`config.mk`:
```
export PLATFORM = sky130hd
export DESIGN_NAME = alu_div_unit
export DESIGN_NICKNAME = d
export VERILOG_FILES = /design/src/rtl/alu_pkg.sv /design/src/rtl/div_step.sv /design/src/rtl/alu_div_unit.sv
export SDC_FILE = /design/constraint.sdc
export NUM_CORES = 1
export LEC_CHECK = 0
export CAP_MARGIN = 5
export CORE_MARGIN = 5
export CORE_UTILIZATION = 35
export CTS_CLUSTER_SIZE = 40
export DETAILED_ROUTE_END_ITERATION = 10
export GPL_TIMING_DRIVEN = 0
export PLACE_DENSITY_LB_ADDON = 0.2
export RECOVER_POWER = 25
export SLEW_MARGIN = 20
export SYNTH_ARGS = -nofsm -noshare
export SYNTH_HDL_FRONTEND = slang
export SYNTH_HIERARCHICAL = 1
export SYNTH_SLANG_ARGS = --single-unit
export TNS_END_PERCENT = 50
```
`constraint.sdc`:
```
create_clock -name clk -period 3.01 [get_ports clk]
set_input_delay 0.602 -clock clk [delete_from_list [all_inputs] [get_ports clk]]
set_output_delay 0.602 -clock clk [all_outputs]
set_load 0.02 [all_outputs]
```
`src/rtl/alu_pkg.sv`:
```
// Shared constants and types for the unsigned divide/modulus unit.
package alu_pkg;

  localparam int WIDTH = 16;

  typedef enum logic [1:0] {
    IDLE = 2'd0,
    RUN  = 2'd1,
    DONE = 2'd2
  } state_e;

  localparam logic OP_DIV = 1'b0;
  localparam logic OP_MOD = 1'b1;

endpackage

```
`src/rtl/div_step.sv`:
```
// One radix-2 restoring division step: shift in the next dividend bit,
// trial-subtract the divisor, keep the difference or restore.
module div_step #(
  parameter int W = alu_pkg::WIDTH
) (
  input  logic [W-1:0] rem_i,
  input  logic         dvd_msb_i,
  input  logic [W-1:0] dsr_i,
  output logic [W-1:0] rem_o,
  output logic         q_o
);

  logic [W:0]   shifted;
  logic [W+1:0] diff;

  assign shifted = {rem_i, dvd_msb_i};
  // One extra bit so the borrow is visible even when shifted >= 2^W.
  assign diff    = {1'b0, shifted} - {2'b00, dsr_i};
  assign q_o     = ~diff[W+1];
  // rem_i < dsr_i always holds, so a kept difference fits in W bits.
  assign rem_o   = q_o ? diff[W-1:0] : shifted[W-1:0];

endmodule

```
`src/rtl/alu_div_unit.sv`:
```
// Multi-cycle unsigned divider returning quotient or remainder, one
// quotient bit per clock, with divide-by-zero short-circuit.
module alu_div_unit #(
  parameter int WIDTH = alu_pkg::WIDTH
) (
  input  logic                 clk,
  input  logic                 rst,
  input  logic                 start,
  input  logic                 op,
  input  logic [WIDTH-1:0]     a,
  input  logic [WIDTH-1:0]     b,
  output logic                 busy,
  output logic                 done,
  output logic [2*WIDTH-1:0]   result,
  output logic                 err_dz,
  output alu_pkg::state_e      state_o
);
  import alu_pkg::*;

  localparam int CW = (WIDTH > 1) ? $clog2(WIDTH) : 1;
  localparam logic [CW-1:0] LAST = CW'(WIDTH - 1);

  state_e               state_q, state_d;
  logic [CW-1:0]        cnt_q, cnt_d;
  logic [WIDTH-1:0]     dvd_q, dvd_d;
  logic [WIDTH-1:0]     dsr_q, dsr_d;
  logic [WIDTH-1:0]     rem_q, rem_d;
  logic                 op_q, op_d;
  logic [2*WIDTH-1:0]   result_q, result_d;
  logic                 err_q, err_d;

  logic [WIDTH-1:0]     step_rem;
  logic                 step_q;
  logic [WIDTH-1:0]     quo_next;

  div_step #(.W(WIDTH)) u_step (
    .rem_i     (rem_q),
    .dvd_msb_i (dvd_q[WIDTH-1]),
    .dsr_i     (dsr_q),
    .rem_o     (step_rem),
    .q_o       (step_q)
  );

  // The dividend register doubles as the quotient accumulator.
  assign quo_next = {dvd_q[WIDTH-2:0], step_q};

  always_comb begin
    state_d  = state_q;
    cnt_d    = cnt_q;
    dvd_d    = dvd_q;
    dsr_d    = dsr_q;
    rem_d    = rem_q;
    op_d     = op_q;
    result_d = result_q;
    err_d    = err_q;
    unique case (state_q)
      IDLE: begin
        if (start) begin
          if (b == '0) begin
            state_d  = DONE;
            err_d    = 1'b1;
            result_d = '0;
          end else begin
            state_d = RUN;
            dvd_d   = a;
            dsr_d   = b;
            op_d    = op;
            rem_d   = '0;
            cnt_d   = '0;
            err_d   = 1'b0;
          end
        end
      end
      RUN: begin
        rem_d = step_rem;
        dvd_d = quo_next;
        cnt_d = cnt_q + CW'(1);
        if (cnt_q == LAST) begin
          state_d  = DONE;
          result_d = (op_q == OP_MOD) ? {{WIDTH{1'b0}}, step_rem}
                                      : {{WIDTH{1'b0}}, quo_next};
        end
      end
      DONE:    state_d = IDLE;
      default: state_d = IDLE;
    endcase
  end

  always_ff @(posedge clk) begin
    if (rst) begin
      state_q  <= IDLE;
      cnt_q    <= '0;
      dvd_q    <= '0;
      dsr_q    <= '0;
      rem_q    <= '0;
      op_q     <= OP_DIV;
      result_q <= '0;
      err_q    <= 1'b0;
    end else begin
      state_q  <= state_d;
      cnt_q    <= cnt_d;
      dvd_q    <= dvd_d;
      dsr_q    <= dsr_d;
      rem_q    <= rem_d;
      op_q     <= op_d;
      result_q <= result_d;
      err_q    <= err_d;
    end
  end

  assign busy    = (state_q != IDLE);
  assign done    = (state_q == DONE);
  assign result  = result_q;
  assign err_dz  = err_q;
  assign state_o = state_q;

endmodule

```
==> out/qor.txt <==
outcome = finished, final reports clean
Async SR Flop Fraction = 0%
vias = 3842
synth top area cells = dfxtp_1 (32%), mux2_2 (6.0%), nand2b_1 (5.4%), ha_1 (4.7%), nand2_1 (4.7%)
post-synthesis simple-gate area fraction = 19.9%
Pwr Total = 3700 µW
Die X = 123 µm
part of the Yosys area used for sequential elements = 32.1%
DRC = 0
Power Internal = 2390 µW
Peak VDD IR = 0.277 mV
GPL Wtd Cong = 0.846
Hold Violations, Final = 0
reg2reg path depth = 13
core footprint = 12600 µm²
clock share of power = 26.9%
most frequent cells in the layout = dfxtp_1 (72), nand2_1 (56), nand2b_1 (39)
Clock Latency Late Sink = 0.34 ns
gr usage total = 15.8%
Mapped Cells = 514
Detailed Route WL = 11800 µm
CP Max Fanout = 10
critical path data required time = 3.21 ns
fmax = 346 MHz
commonest non-fill, non-tap cell in the layout = dfxtp_1
Tcrit/Tclk final = 96.1%
Ports = 73
leakage = 0.00227 µW
number of core rows = 41
Post-Syn Area per Cell = 8.74 µm²
Net Sw Frac = 35.4%
Power Density = 640 nW/µm²
Final Slew Violations = 0
Yosys warnings = 6
Finished Layout Cells = 775
kind of critical path = reg2reg
pin count of the biggest net entering global routing = 13
Clock Skew = 0.00772 ns
vias in the first global route = 3744
R2R Setup Slk = 0.12 ns
vias per cell = 4.96
die area = 15200 µm²
CP endpoint kind = flip-flop
Setup violations, final = 0
compound-cell area share of the yosys netlist = 21.3%
CP endpoint = result[10]$_SDFFE_PP0P_
clock root buffer = clkbuf_16
Seq cells post-synth = 72
CTS max path bufs = 2
fin worst setup slack = 0.118 ns
Worst-path clk slew = 0.06 ns
clock tree from TritonCTS = built
antenna viol nets, final = 0
largest family of logic cells by synthesized area = compound AO/OA/AOI/OAI gates
n_diodes = 0
Slew headroom = 42.5%
post-synthesis cell area = 4490 µm²
Critical Path Start Type = flip-flop
Initial Utilization = 35.6%
placed cell count = 756
Unique masters post-synth = 57
post-DP HPWL = 9090 µm
Least-Margin Pin Slew = 0.852 ns
RSZ-0062 raised after global routing = yes
Num CTS Buffers = 9
launch point of the worst path = dsr_q[4]$_SDFFE_PP0P_
area leader, netlist = dfxtp_1
share of cells above drive strength 1 = 18.6%
first-pass iteration count of the detailed router = 4
GRT overflow = 0
Clock Sinks = 72
Worst Path Arrival = 3.09 ns
pre-CTS WS = -0.0533 ns
Comb power frac = 43.7%
post-layout min period = 2.89 ns
post-synthesis mux area share = 11.3%
Post-Synth XOR/XNOR Area = 1.56%
Port Buffers = 55
Adder-Cell Fraction of Synth Area = 5.18%
wire length per cell = 15.2 µm
synthesis-to-layout area growth = 28.6%
first-pass GRT wire length = 18800 µm
initial antenna violation count = 0
main flop type after synthesis = dfxtp_1
Hold Crit Class = reg2reg
worst reg2reg endpoint = result[10]$_SDFFE_PP0P_
sequential power share = 29.4%
Layout Nets = 652
Max-cap violations = 0
r2r startpoint = dsr_q[4]$_SDFFE_PP0P_
Initial DRC Count = 154
Post-synth EDFFs = 0
Die H = 123 µm
hold_ws = 0.475 ns
H-tree levels = 3
Psw = 1310 µW
Yosys top cell area share = 32.1%
how the worst min path moves through the flow:
stage | cells past startpoint | from | slack, ns | to
floorplan | 2 | dsr_q[10]$_SDFFE_PP0P_ | 0.45 | dsr_q[10]$_SDFFE_PP0P_
global placement | 2 | dsr_q[10]$_SDFFE_PP0P_ | 0.46 | dsr_q[10]$_SDFFE_PP0P_
detailed placement | 2 | dsr_q[13]$_SDFFE_PP0P_ | 0.47 | dsr_q[13]$_SDFFE_PP0P_
CTS | 2 | result[4]$_SDFFE_PP0P_ | 0.47 | result[4]$_SDFFE_PP0P_
global route | 2 | dsr_q[13]$_SDFFE_PP0P_ | 0.49 | dsr_q[13]$_SDFFE_PP0P_
finish | 2 | dsr_q[14]$_SDFFE_PP0P_ | 0.48 | dsr_q[14]$_SDFFE_PP0P_
final cells by class:
class / instances / area (µm²)
Fill cell: 1244 / 6850
Multi-Input combinational cell: 382 / 2870
Clock inverter: 5 / 32.5
Timing Repair Buffer: 58 / 573
Clock buffer: 11 / 243
Buffer: 48 / 297
Tap cell: 172 / 215
Sequential cell: 72 / 1440
Inverter: 27 / 101
logic make-up after synthesis:
| group | count (synthesis) |
|---|---|
| AOI/OAI and AO/OA | 129 |
| adders and majority gates | 18 |
| other | 1 |
| and+or+nand+nor | 165 |
| xor gates and xnor gates | 8 |
| DFF | 72 |
| buffers and inverters | 75 |
| muxes | 46 |
registers in the layout, indices dropped and copies added, names as in the netlist:
name,cells
dsr_q,16
cnt_q,4
rem_q,16
dvd_q,16
result,16
op_q,1
state_o,2
err_dz,1
through the flow:
stage          area, µm²  setup TNS, ns  util, %
2_1_floorplan       4550              0        -
3_3_place_gp        5310         -0.134     42.1
3_5_place_dp        5310        -0.0998     42.1
4_1_cts             5610              0     44.4
5_1_grt             5770        -0.0109     45.8
6_report            5770              0     45.8
synthesized netlist by cell type, types with 3 or more instances:
cell and count:
a211oi_1 3, a21oi_1 32, a22o_1 17, a311oi_1 7
a311oi_2 10, a41oi_1 3, and3_1 6, buf_2 5
buf_4 16, buf_6 4, clkbuf_1 22, dfxtp_1 72
ha_1 17, inv_1 27, mux2_2 24, mux2_4 3
mux2i_1 19, nand2_1 56, nand2b_1 39, nand3_1 4
nor2_1 15, nor2b_1 4, nor3_1 24, nor4_4 4
o21a_1 3, o21ai_0 31, o31ai_1 4, xnor2_1 7
power by group through the flow:
stage / clock network [µW] / registers [µW] / logic (µW)
floorplan: 0 / 1080 / 1070
global placement: 0 / 1100 / 1420
detailed placement: 0 / 1100 / 1410
CTS: 1010 / 1080 / 1450
global route: 1060 / 1100 / 1770
finish: 994 / 1090 / 1620
critical path: stages, from the launching register on:
cell and delay, ns:
dfxtp_1 0.33, inv_1 0.06, ha_2 0.42, a21oi_1 0.09
and2b_1 0.24, a31oi_2 0.06, o2111a_2 0.32, or2_1 0.22
buf_6 0.15, buf_12 0.15, mux2_4 0.32, mux2_2 0.26
nand2_1 0.06, a21oi_1 0.06
per-layer routing:
layer / global-route usage [%] / vias to the layer above / part of all wire [%]
li1: - / 1980 / -
met2: 25.1 / 67 / 46
met4: 6.92 / 0 / 1.9
met1: 21.1 / 1781 / 48
met5: 0 / - / 0
met3: 2.70 / 14 / 3.2
timing repair:
item / in CTS / in global routing
hold endpoints to repair: 0 / 0
gates resized for setup: 4 / 21
hold buffers: 0 / 0
cloned: 0 / 0
pin swaps: 0 / 3
endpoints found under the setup margin: 4 / 11
setup buffers: 0 / 3
Power figures use the tool's default switching activity.
